File: src/rtl/riscv_ctrl_pkg.sv
// Shared encodings and control bundles for the RV32 control pipeline.
// Opcodes, result/imm/alu encodings, stage bundles and the bubble constants.
package riscv_ctrl_pkg;

  localparam logic [6:0] OP_R      = 7'b0110011;
  localparam logic [6:0] OP_LOAD   = 7'b0000011;
  localparam logic [6:0] OP_IMM    = 7'b0010011;
  localparam logic [6:0] OP_JALR   = 7'b1100111;
  localparam logic [6:0] OP_STORE  = 7'b0100011;
  localparam logic [6:0] OP_BRANCH = 7'b1100011;
  localparam logic [6:0] OP_LUI    = 7'b0110111;
  localparam logic [6:0] OP_AUIPC  = 7'b0010111;
  localparam logic [6:0] OP_JAL    = 7'b1101111;

  localparam logic [2:0] RES_ALU   = 3'b000;
  localparam logic [2:0] RES_MEM   = 3'b001;
  localparam logic [2:0] RES_PC4   = 3'b010;
  localparam logic [2:0] RES_IMM   = 3'b011;
  localparam logic [2:0] RES_PCIMM = 3'b100;

  localparam logic [2:0] IMM_I = 3'b000;
  localparam logic [2:0] IMM_S = 3'b001;
  localparam logic [2:0] IMM_B = 3'b010;
  localparam logic [2:0] IMM_U = 3'b011;
  localparam logic [2:0] IMM_J = 3'b100;

  localparam logic [1:0] ALU_ADD = 2'b00;
  localparam logic [1:0] ALU_SUB = 2'b01;
  localparam logic [1:0] ALU_FN  = 2'b10;
  localparam logic [1:0] ALU_MDU = 2'b11;

  typedef struct packed {
    logic       reg_write;
    logic [2:0] result_src;
    logic       mem_write;
    logic       jump;
    logic       branch;
    logic       jalr_src;
    logic [2:0] branch_type;
    logic [1:0] alu_op;
    logic       alu_src;
  } ctrl_t;

  typedef struct packed {
    logic       reg_write;
    logic [2:0] result_src;
    logic       mem_write;
  } ex_mem_t;

  typedef struct packed {
    logic       reg_write;
    logic [2:0] result_src;
  } mem_wb_t;

  localparam ctrl_t   CTRL_BUBBLE = '0;
  localparam ex_mem_t EM_BUBBLE   = '0;

  typedef enum logic {
    MDU_IDLE = 1'b0,
    MDU_BUSY = 1'b1
  } mdu_st_t;

endpackage

File: src/rtl/riscv_ctrl_pipeline_decoder.sv
// Combinational main decoder: instruction word -> control bundle.
// Macro RISCV_CTRL_MEXT_EN makes funct7=0000001 R-type legal (MDU op).
module riscv_main_decoder
  import riscv_ctrl_pkg::*;
(
  input  logic [31:0] i_instr,
  output ctrl_t       o_ctrl,
  output logic [2:0]  o_imm_src,
  output logic        o_illegal
);

  logic [6:0] w_op;
  logic [6:0] w_f7;
  logic [2:0] w_f3;
  logic       w_unused;

  assign w_op     = i_instr[6:0];
  assign w_f3     = i_instr[14:12];
  assign w_f7     = i_instr[31:25];
  assign w_unused = ^{i_instr[24:15], i_instr[11:7]};

  always_comb begin
    o_ctrl    = CTRL_BUBBLE;
    o_imm_src = IMM_I;
    o_illegal = 1'b0;
    unique case (w_op)
      OP_R: begin
        if (w_f7 == 7'b0000000 || w_f7 == 7'b0100000) begin
          o_ctrl.reg_write = 1'b1;
          o_ctrl.alu_op    = ALU_FN;
        end
`ifdef RISCV_CTRL_MEXT_EN
        else if (w_f7 == 7'b0000001) begin
          o_ctrl.reg_write = 1'b1;
          o_ctrl.alu_op    = ALU_MDU;
        end
`endif
        else begin
          o_illegal = 1'b1;
        end
      end
      OP_LOAD: begin
        o_ctrl.reg_write  = 1'b1;
        o_ctrl.result_src = RES_MEM;
        o_ctrl.alu_src    = 1'b1;
      end
      OP_IMM: begin
        o_ctrl.reg_write = 1'b1;
        o_ctrl.alu_op    = ALU_FN;
        o_ctrl.alu_src   = 1'b1;
      end
      OP_JALR: begin
        o_ctrl.reg_write  = 1'b1;
        o_ctrl.result_src = RES_PC4;
        o_ctrl.jump       = 1'b1;
        o_ctrl.jalr_src   = 1'b1;
        o_ctrl.alu_src    = 1'b1;
      end
      OP_STORE: begin
        o_ctrl.mem_write = 1'b1;
        o_ctrl.alu_src   = 1'b1;
        o_imm_src        = IMM_S;
      end
      OP_BRANCH: begin
        if (w_f3 == 3'b010 || w_f3 == 3'b011) begin
          o_illegal = 1'b1;
        end else begin
          o_ctrl.branch      = 1'b1;
          o_ctrl.branch_type = w_f3;
          o_ctrl.alu_op      = ALU_SUB;
          o_imm_src          = IMM_B;
        end
      end
      OP_LUI: begin
        o_ctrl.reg_write  = 1'b1;
        o_ctrl.result_src = RES_IMM;
        o_imm_src         = IMM_U;
      end
      OP_AUIPC: begin
        o_ctrl.reg_write  = 1'b1;
        o_ctrl.result_src = RES_PCIMM;
        o_imm_src         = IMM_U;
      end
      OP_JAL: begin
        o_ctrl.reg_write  = 1'b1;
        o_ctrl.result_src = RES_PC4;
        o_ctrl.jump       = 1'b1;
        o_imm_src         = IMM_J;
      end
      default: o_illegal = 1'b1;
    endcase
  end

endmodule

File: src/rtl/riscv_ctrl_pipeline.sv
// Control path: decode, ID/EX, EX/MEM, MEM/WB registers, illegal counter.
// Macro RISCV_CTRL_MEXT_EN adds the multicycle MDU stall FSM.
module riscv_ctrl_pipeline
  import riscv_ctrl_pkg::*;
#(
  parameter int MDU_LATENCY = 4,
  parameter int ILL_CNT_W   = 8
) (
  input  logic                 clk,
  input  logic                 rst_n,
  input  logic [31:0]          instr_d,
  input  logic                 stall_d,
  input  logic                 flush_e,
  output logic [2:0]           imm_src_d,
  output logic                 illegal_d,
  output logic                 reg_write_e,
  output logic                 reg_write_m,
  output logic                 reg_write_w,
  output logic [2:0]           result_src_e,
  output logic [2:0]           result_src_m,
  output logic [2:0]           result_src_w,
  output logic                 mem_write_e,
  output logic                 mem_write_m,
  output logic                 jump_e,
  output logic                 branch_e,
  output logic                 jalr_src_e,
  output logic [2:0]           branch_type_e,
  output logic [1:0]           alu_op_e,
  output logic                 alu_src_e,
  output logic                 mdu_stall,
  output logic [ILL_CNT_W-1:0] ill_cnt
);

  ctrl_t                w_ctrl_d;
  ctrl_t                r_de;
  ex_mem_t              r_em;
  mem_wb_t              r_mw;
  logic [ILL_CNT_W-1:0] r_ill_cnt;
  logic                 w_mdu_stall;
  logic                 w_kill_e;
  logic                 w_load_d;

  riscv_main_decoder u_dec (
    .i_instr   (instr_d),
    .o_ctrl    (w_ctrl_d),
    .o_imm_src (imm_src_d),
    .o_illegal (illegal_d)
  );

`ifdef RISCV_CTRL_MEXT_EN
  localparam int CW = (MDU_LATENCY > 1) ? $clog2(MDU_LATENCY) : 1;

  mdu_st_t       r_st;
  mdu_st_t       w_st_nxt;
  logic [CW-1:0] r_cnt;
  logic [CW-1:0] w_cnt_nxt;
  logic          w_mdu_e;

  assign w_mdu_e = (r_de.alu_op == ALU_MDU);

  always_ff @(posedge clk or negedge rst_n) begin
    if (!rst_n) begin
      r_st  <= MDU_IDLE;
      r_cnt <= '0;
    end else begin
      r_st  <= w_st_nxt;
      r_cnt <= w_cnt_nxt;
    end
  end

  always_comb begin
    w_st_nxt    = r_st;
    w_cnt_nxt   = r_cnt;
    w_mdu_stall = 1'b0;
    w_kill_e    = 1'b0;
    unique case (r_st)
      MDU_IDLE: begin
        if (w_mdu_e && MDU_LATENCY > 1) begin
          w_mdu_stall = 1'b1;
          if (!flush_e) begin
            w_st_nxt  = MDU_BUSY;
            w_cnt_nxt = CW'(1);
          end
        end
      end
      MDU_BUSY: begin
        w_mdu_stall = (r_cnt != CW'(MDU_LATENCY - 1));
        if (flush_e) begin
          w_st_nxt  = MDU_IDLE;
          w_cnt_nxt = '0;
          w_kill_e  = 1'b1;
        end else if (!w_mdu_stall) begin
          w_st_nxt  = MDU_IDLE;
          w_cnt_nxt = '0;
        end else begin
          w_cnt_nxt = r_cnt + CW'(1);
        end
      end
      default: begin
        w_st_nxt  = MDU_IDLE;
        w_cnt_nxt = '0;
      end
    endcase
  end
`else
  logic w_unused_lat;
  assign w_unused_lat = (MDU_LATENCY > 0);
  assign w_mdu_stall  = 1'b0;
  assign w_kill_e     = 1'b0;
`endif

  assign w_load_d = !flush_e && !w_mdu_stall && !stall_d;

  always_ff @(posedge clk or negedge rst_n) begin
    if (!rst_n) begin
      r_de      <= CTRL_BUBBLE;
      r_em      <= EM_BUBBLE;
      r_mw      <= '0;
      r_ill_cnt <= '0;
    end else begin
      if (flush_e)          r_de <= CTRL_BUBBLE;
      else if (w_mdu_stall) r_de <= r_de;
      else if (stall_d)     r_de <= CTRL_BUBBLE;
      else                  r_de <= w_ctrl_d;
      // MDU op stays in EX; bubbles go downstream meanwhile
      if (w_mdu_stall || w_kill_e) r_em <= EM_BUBBLE;
      else r_em <= '{r_de.reg_write, r_de.result_src, r_de.mem_write};
      r_mw <= '{r_em.reg_write, r_em.result_src};
      if (w_load_d && illegal_d && r_ill_cnt != '1)
        r_ill_cnt <= r_ill_cnt + 1'b1;
    end
  end

  assign reg_write_e   = r_de.reg_write;
  assign result_src_e  = r_de.result_src;
  assign mem_write_e   = r_de.mem_write;
  assign jump_e        = r_de.jump;
  assign branch_e      = r_de.branch;
  assign jalr_src_e    = r_de.jalr_src;
  assign branch_type_e = r_de.branch_type;
  assign alu_op_e      = r_de.alu_op;
  assign alu_src_e     = r_de.alu_src;
  assign reg_write_m   = r_em.reg_write;
  assign result_src_m  = r_em.result_src;
  assign mem_write_m   = r_em.mem_write;
  assign reg_write_w   = r_mw.reg_write;
  assign result_src_w  = r_mw.result_src;
  assign mdu_stall     = w_mdu_stall;
  assign ill_cnt       = r_ill_cnt;

endmodule

File: config.mk
export PLATFORM = sky130hd
export DESIGN_NAME = riscv_ctrl_pipeline
export DESIGN_NICKNAME = d
export VERILOG_FILES = /design/src/rtl/riscv_ctrl_pkg.sv /design/src/rtl/riscv_ctrl_pipeline_decoder.sv /design/src/rtl/riscv_ctrl_pipeline.sv
export SDC_FILE = /design/constraint.sdc
export NUM_CORES = 1
export LEC_CHECK = 0
export ABC_AREA = 1
export BUFFER_PORTS_ARGS = -buffer_cell sky130_fd_sc_hd__buf_2
export CAP_MARGIN = 20
export CORE_MARGIN = 8
export CORE_UTILIZATION = 34
export CTS_CLUSTER_SIZE = 40
export DETAILED_ROUTE_END_ITERATION = 12
export SYNTH_ARGS = -nofsm -noshare
export SYNTH_HDL_FRONTEND = slang
export SYNTH_SLANG_ARGS = --single-unit
export TNS_END_PERCENT = 10
File: constraint.sdc
create_clock -name clk -period 2.5 [get_ports clk]
set_input_delay 0.25 -clock clk [delete_from_list [all_inputs] [get_ports clk]]
set_output_delay 0.25 -clock clk [all_outputs]
set_load 0.01 [all_outputs]
==> metrics.md <==
| Metric | Value |
|---|---|
| Hold crit path type | input port to asynchronous set/reset pin |
| Hold violation total from the final report | 0 |
| Kind of launch point of the worst setup path | flip-flop |
| Clock tree root buffer cell | clkbuf_8 |
| IO buf count | 54 |
| Setup TNS | 0 ns |
| Antenna cell count | 0 |
| Number of flip-flops and latches in the synthesized netlist | 31 |
| Horizontal die dimension | 80.0 um |
| Share of the yosys chip area belonging to registers | 55.7% |
| Leading cell type in the layout, fill and taps excluded | buf_2 |
| RSZ-0062 raised after global routing | false |
| Total via count after detailed routing | 1175 |
| Number of logic stages on the critical path including buffering | 9 |
| Worst path slowest cell | dfrtp_1 |
| Average wire per cell in the routed design | 12.2 um |
| Placed cells | 254 |
| TritonRoute pass-1 iters | 4 |
| Cell Count, Final, Fillers Out | 261 |
| Worst path arrival time | 1.69 ns |
| Deepest clock path buffer count | 2 |
| Count of antenna-violating nets left after detailed routing | 0 |
| Total global routing overflow | 0 |
| Result of the run | finished clean |
| Static Leakage | 1.04 nW |
| Layout-stage area growth over the synthesis result | 29.0% |
| Worst Path Class, Setup | flip-flop to flip-flop |
| Net count after synthesis | 190 |
| Number of antenna violations at the first check in global routing | 0 |
| Transition at the pin with the smallest max-transition slack | 0.661 ns |
| Clock tree from TritonCTS | built |
| Total Power Consumption | 1.15 mW |
| Post-placement cell area | 1710 sq um |
| Maximum VDD drop | 0.169 mV |
| Kind of cell adding the most delay to the critical path | simple AND/OR/NAND/NOR gates |
| R2R depth | 9 |
| CP Buf/Inv Count | 1 |
| # Max-Cap Violations | 0 |
| Floorplan Core Area | 3970 sq um |
| Filler cells | 408 |
| Required @ worst endpoint | 2.67 ns |
| Number of failing setup endpoints in the final timing report | 0 |
| WL final | 3190 um |
| Count of synthesis-stage warnings from yosys | 0 |
| Critical path fanouts, max | 8 |
| Average size of a mapped cell | 9.11 sq um |
| Maximum clock frequency | 0.655 GHz |
| Delay of the slowest cell on the worst path | 0.44 ns |
| Distinct cell type count of the synthesized netlist | 28 |
| Clock-pin slew on the worst setup and hold paths | 0.06 ns |
| I/O Pins | 72 |
| Most used cell, CP | nand2_1 |
| Number of global-route vias before repair | 1192 |
| CTS Hold Buffers Added | 0 |
| Post-Synthesis Cell Area | 1390 sq um |
| Count of routing violations after the opening detailed-route iteration | 57 |
| Global-route wire length before repair | 5420 um |
| Area occupied by multi-input gates | 523 sq um |
| Source-to-sink clock delay at the later pin of the worst-skew pair | 0.27 ns |
| Final estimated routing congestion in global placement | 0.819 |
| Pin count of the biggest net entering global routing | 32 |
| Die Footprint | 6400 sq um |
| Portion of the clock cycle consumed by the worst path in the final layout | 61.1% |
| Max Clock Skew | 0.00281 ns |
| Area occupied by registers | 776 sq um |
| Ordered cell list for the critical path | ha_1, nand2_1, inv_2, nand3_1, nor2_1, nand2_2, nand3_4, nand2_1, nand2_1 |
| Final nets | 248 |
| Power density of the placed cells | 642 nW/um^2 |
| Worst hold slack across all endpoints | 0.00445 ns |
| Initial standard-cell utilization of the core | 35.1% |
| Commonest cells after routing, fill and taps aside | buf_2 (54), dfrtp_1 (31), nand2_1 (29) |
| Worst slew slack as a fraction of its limit | 55.9% |
| Shortest period the worst path allows | 1.53 ns |
| CTS buffer count | 5 |
| Core Rows | 23 |
| Post-detail-place hpwl | 2540 um |
| Setup Buffers After CTS | 0 |
| Num Clock Sinks | 31 |
| Number of DRC violations after detailed routing | 0 |
| Die Span Y | 80.0 um |
| H-tree Lvls | 2 |
| Kind of end point of the critical path | flip-flop |
| Final non-filler cell area | 1800 sq um |
| Average vias per placed instance | 4.50 |
| Number of standard cells after synthesis | 153 |
| GRT Total Usage | 10.6% |
| Final count of pins violating max slew | 0 |
| Number of gates given a new drive strength after cts | 0 |
| Fraction of layout cells with a size suffix above 1 | 38.9% |
-- through the flow --
stage          utilization [%]  setup slack, ns
5_1_grt                   45.3            0.837
4_1_cts                   45.3            0.956
3_5_place_dp              43.1            0.966
3_3_place_gp              43.1            0.972
6_report                  45.3            0.972
2_1_floorplan                -             1.11
-- worst paths after layout --
path,slack [ns],to,start
max,0.97,ill_cnt[7]$_DFFE_PN0P_,ill_cnt[0]$_DFFE_PN0P_
min,0.004,reg_write_m$_DFF_PN0_,rst_n
max reg2reg,0.97,ill_cnt[7]$_DFFE_PN0P_,ill_cnt[0]$_DFFE_PN0P_
min reg2reg,0.37,mem_write_m$_DFF_PN0_,mem_write_e$_DFF_PN0_
max in group asynchronous,2.07,result_src_w[1]$_DFF_PN0_,rst_n
min in group clk,0.20,jalr_src_e$_DFF_PN0_,instr_d[3]
-- flip-flops by register name, indices dropped and copies added, names as in the netlist --
name / count
result_src_m: 3
jump_e: 1
reg_write_w: 1
mem_write_e: 1
jalr_src_e: 1
branch_e: 1
result_src_w: 3
alu_op_e: 2
alu_src_e: 1
reg_write_e: 1
reg_write_m: 1
branch_type_e: 3
ill_cnt: 8
mem_write_m: 1
result_src_e: 3
-- where the power goes --
group / leakage, nW / total, mW / internal (mW) / switching [mW]
registers: 0.428 / 0.580 / 0.535 / 0.0445
clock network: 0.0470 / 0.384 / 0.215 / 0.168
logic: 0.567 / 0.190 / 0.0773 / 0.113
-- cell type report --
type / instances / share of cell area (%)
flip-flops and latches: 31 / 43.1
repair buffers: 54 / 15.0
clock inverters: 1 / 0.278
well taps: 50 / 3.48
clock buffers: 6 / 4.59
multi-input cells: 98 / 29.1
inverters: 21 / 4.38
-- layer usage --
layer / part of all wire [%] / GRT usage, % / vias up / wire, um
met4: 1.9 / 5.45 / 0 / 60
met3: 8.5 / 3.49 / 5 / 270
li1: - / - / 602 / -
met2: 44 / 16.3 / 40 / 1400
met1: 46 / 12.8 / 528 / 1450
met5: 0 / 0 / - / 0
-- synthesized netlist by cell type (all sizes together) --
master   n  area share (%)
nor3     4             1.4
buf      2            0.90
xnor2    1            0.63
a31oi    1            0.45
xor2     4             2.5
clkbuf   1            0.27
nor2    24             7.9
nand3   13             6.3
ha       1            0.90
nor3b    1            0.54
nand2   32             9.5
dfrtp   31              56
nand4    9             4.0
inv     21             5.7
nor4     2            0.90
a21oi    1            0.36
o21ai    3             1.3
or3      1            0.45
conb     1            0.27
-- worst register-to-register path: stages, from the launching register on --
cell and delay (ns):
dfrtp_1 0.44, ha_1 0.24, nand2_1 0.10, inv_2 0.04, nand3_1 0.09, nor2_1 0.06
nand2_2 0.16, nand3_4 0.14, nand2_1 0.09, nand2_1 0.05
-- cells by family (layout without fill, tap and decap cells) --
group | count (synthesis) | in the layout | share of synthesized area (%)
simple gates | 86 | 86 | 31.1
buf+inv | 24 | 82 | 6.82
flops | 31 | 31 | 55.7
compound gates | 5 | 5 | 2.15
xor+xnor | 5 | 5 | 3.14
other cells | 1 | 1 | 0.269
fa+ha+maj | 1 | 1 | 0.898
(Power assumes the default switching activity.)
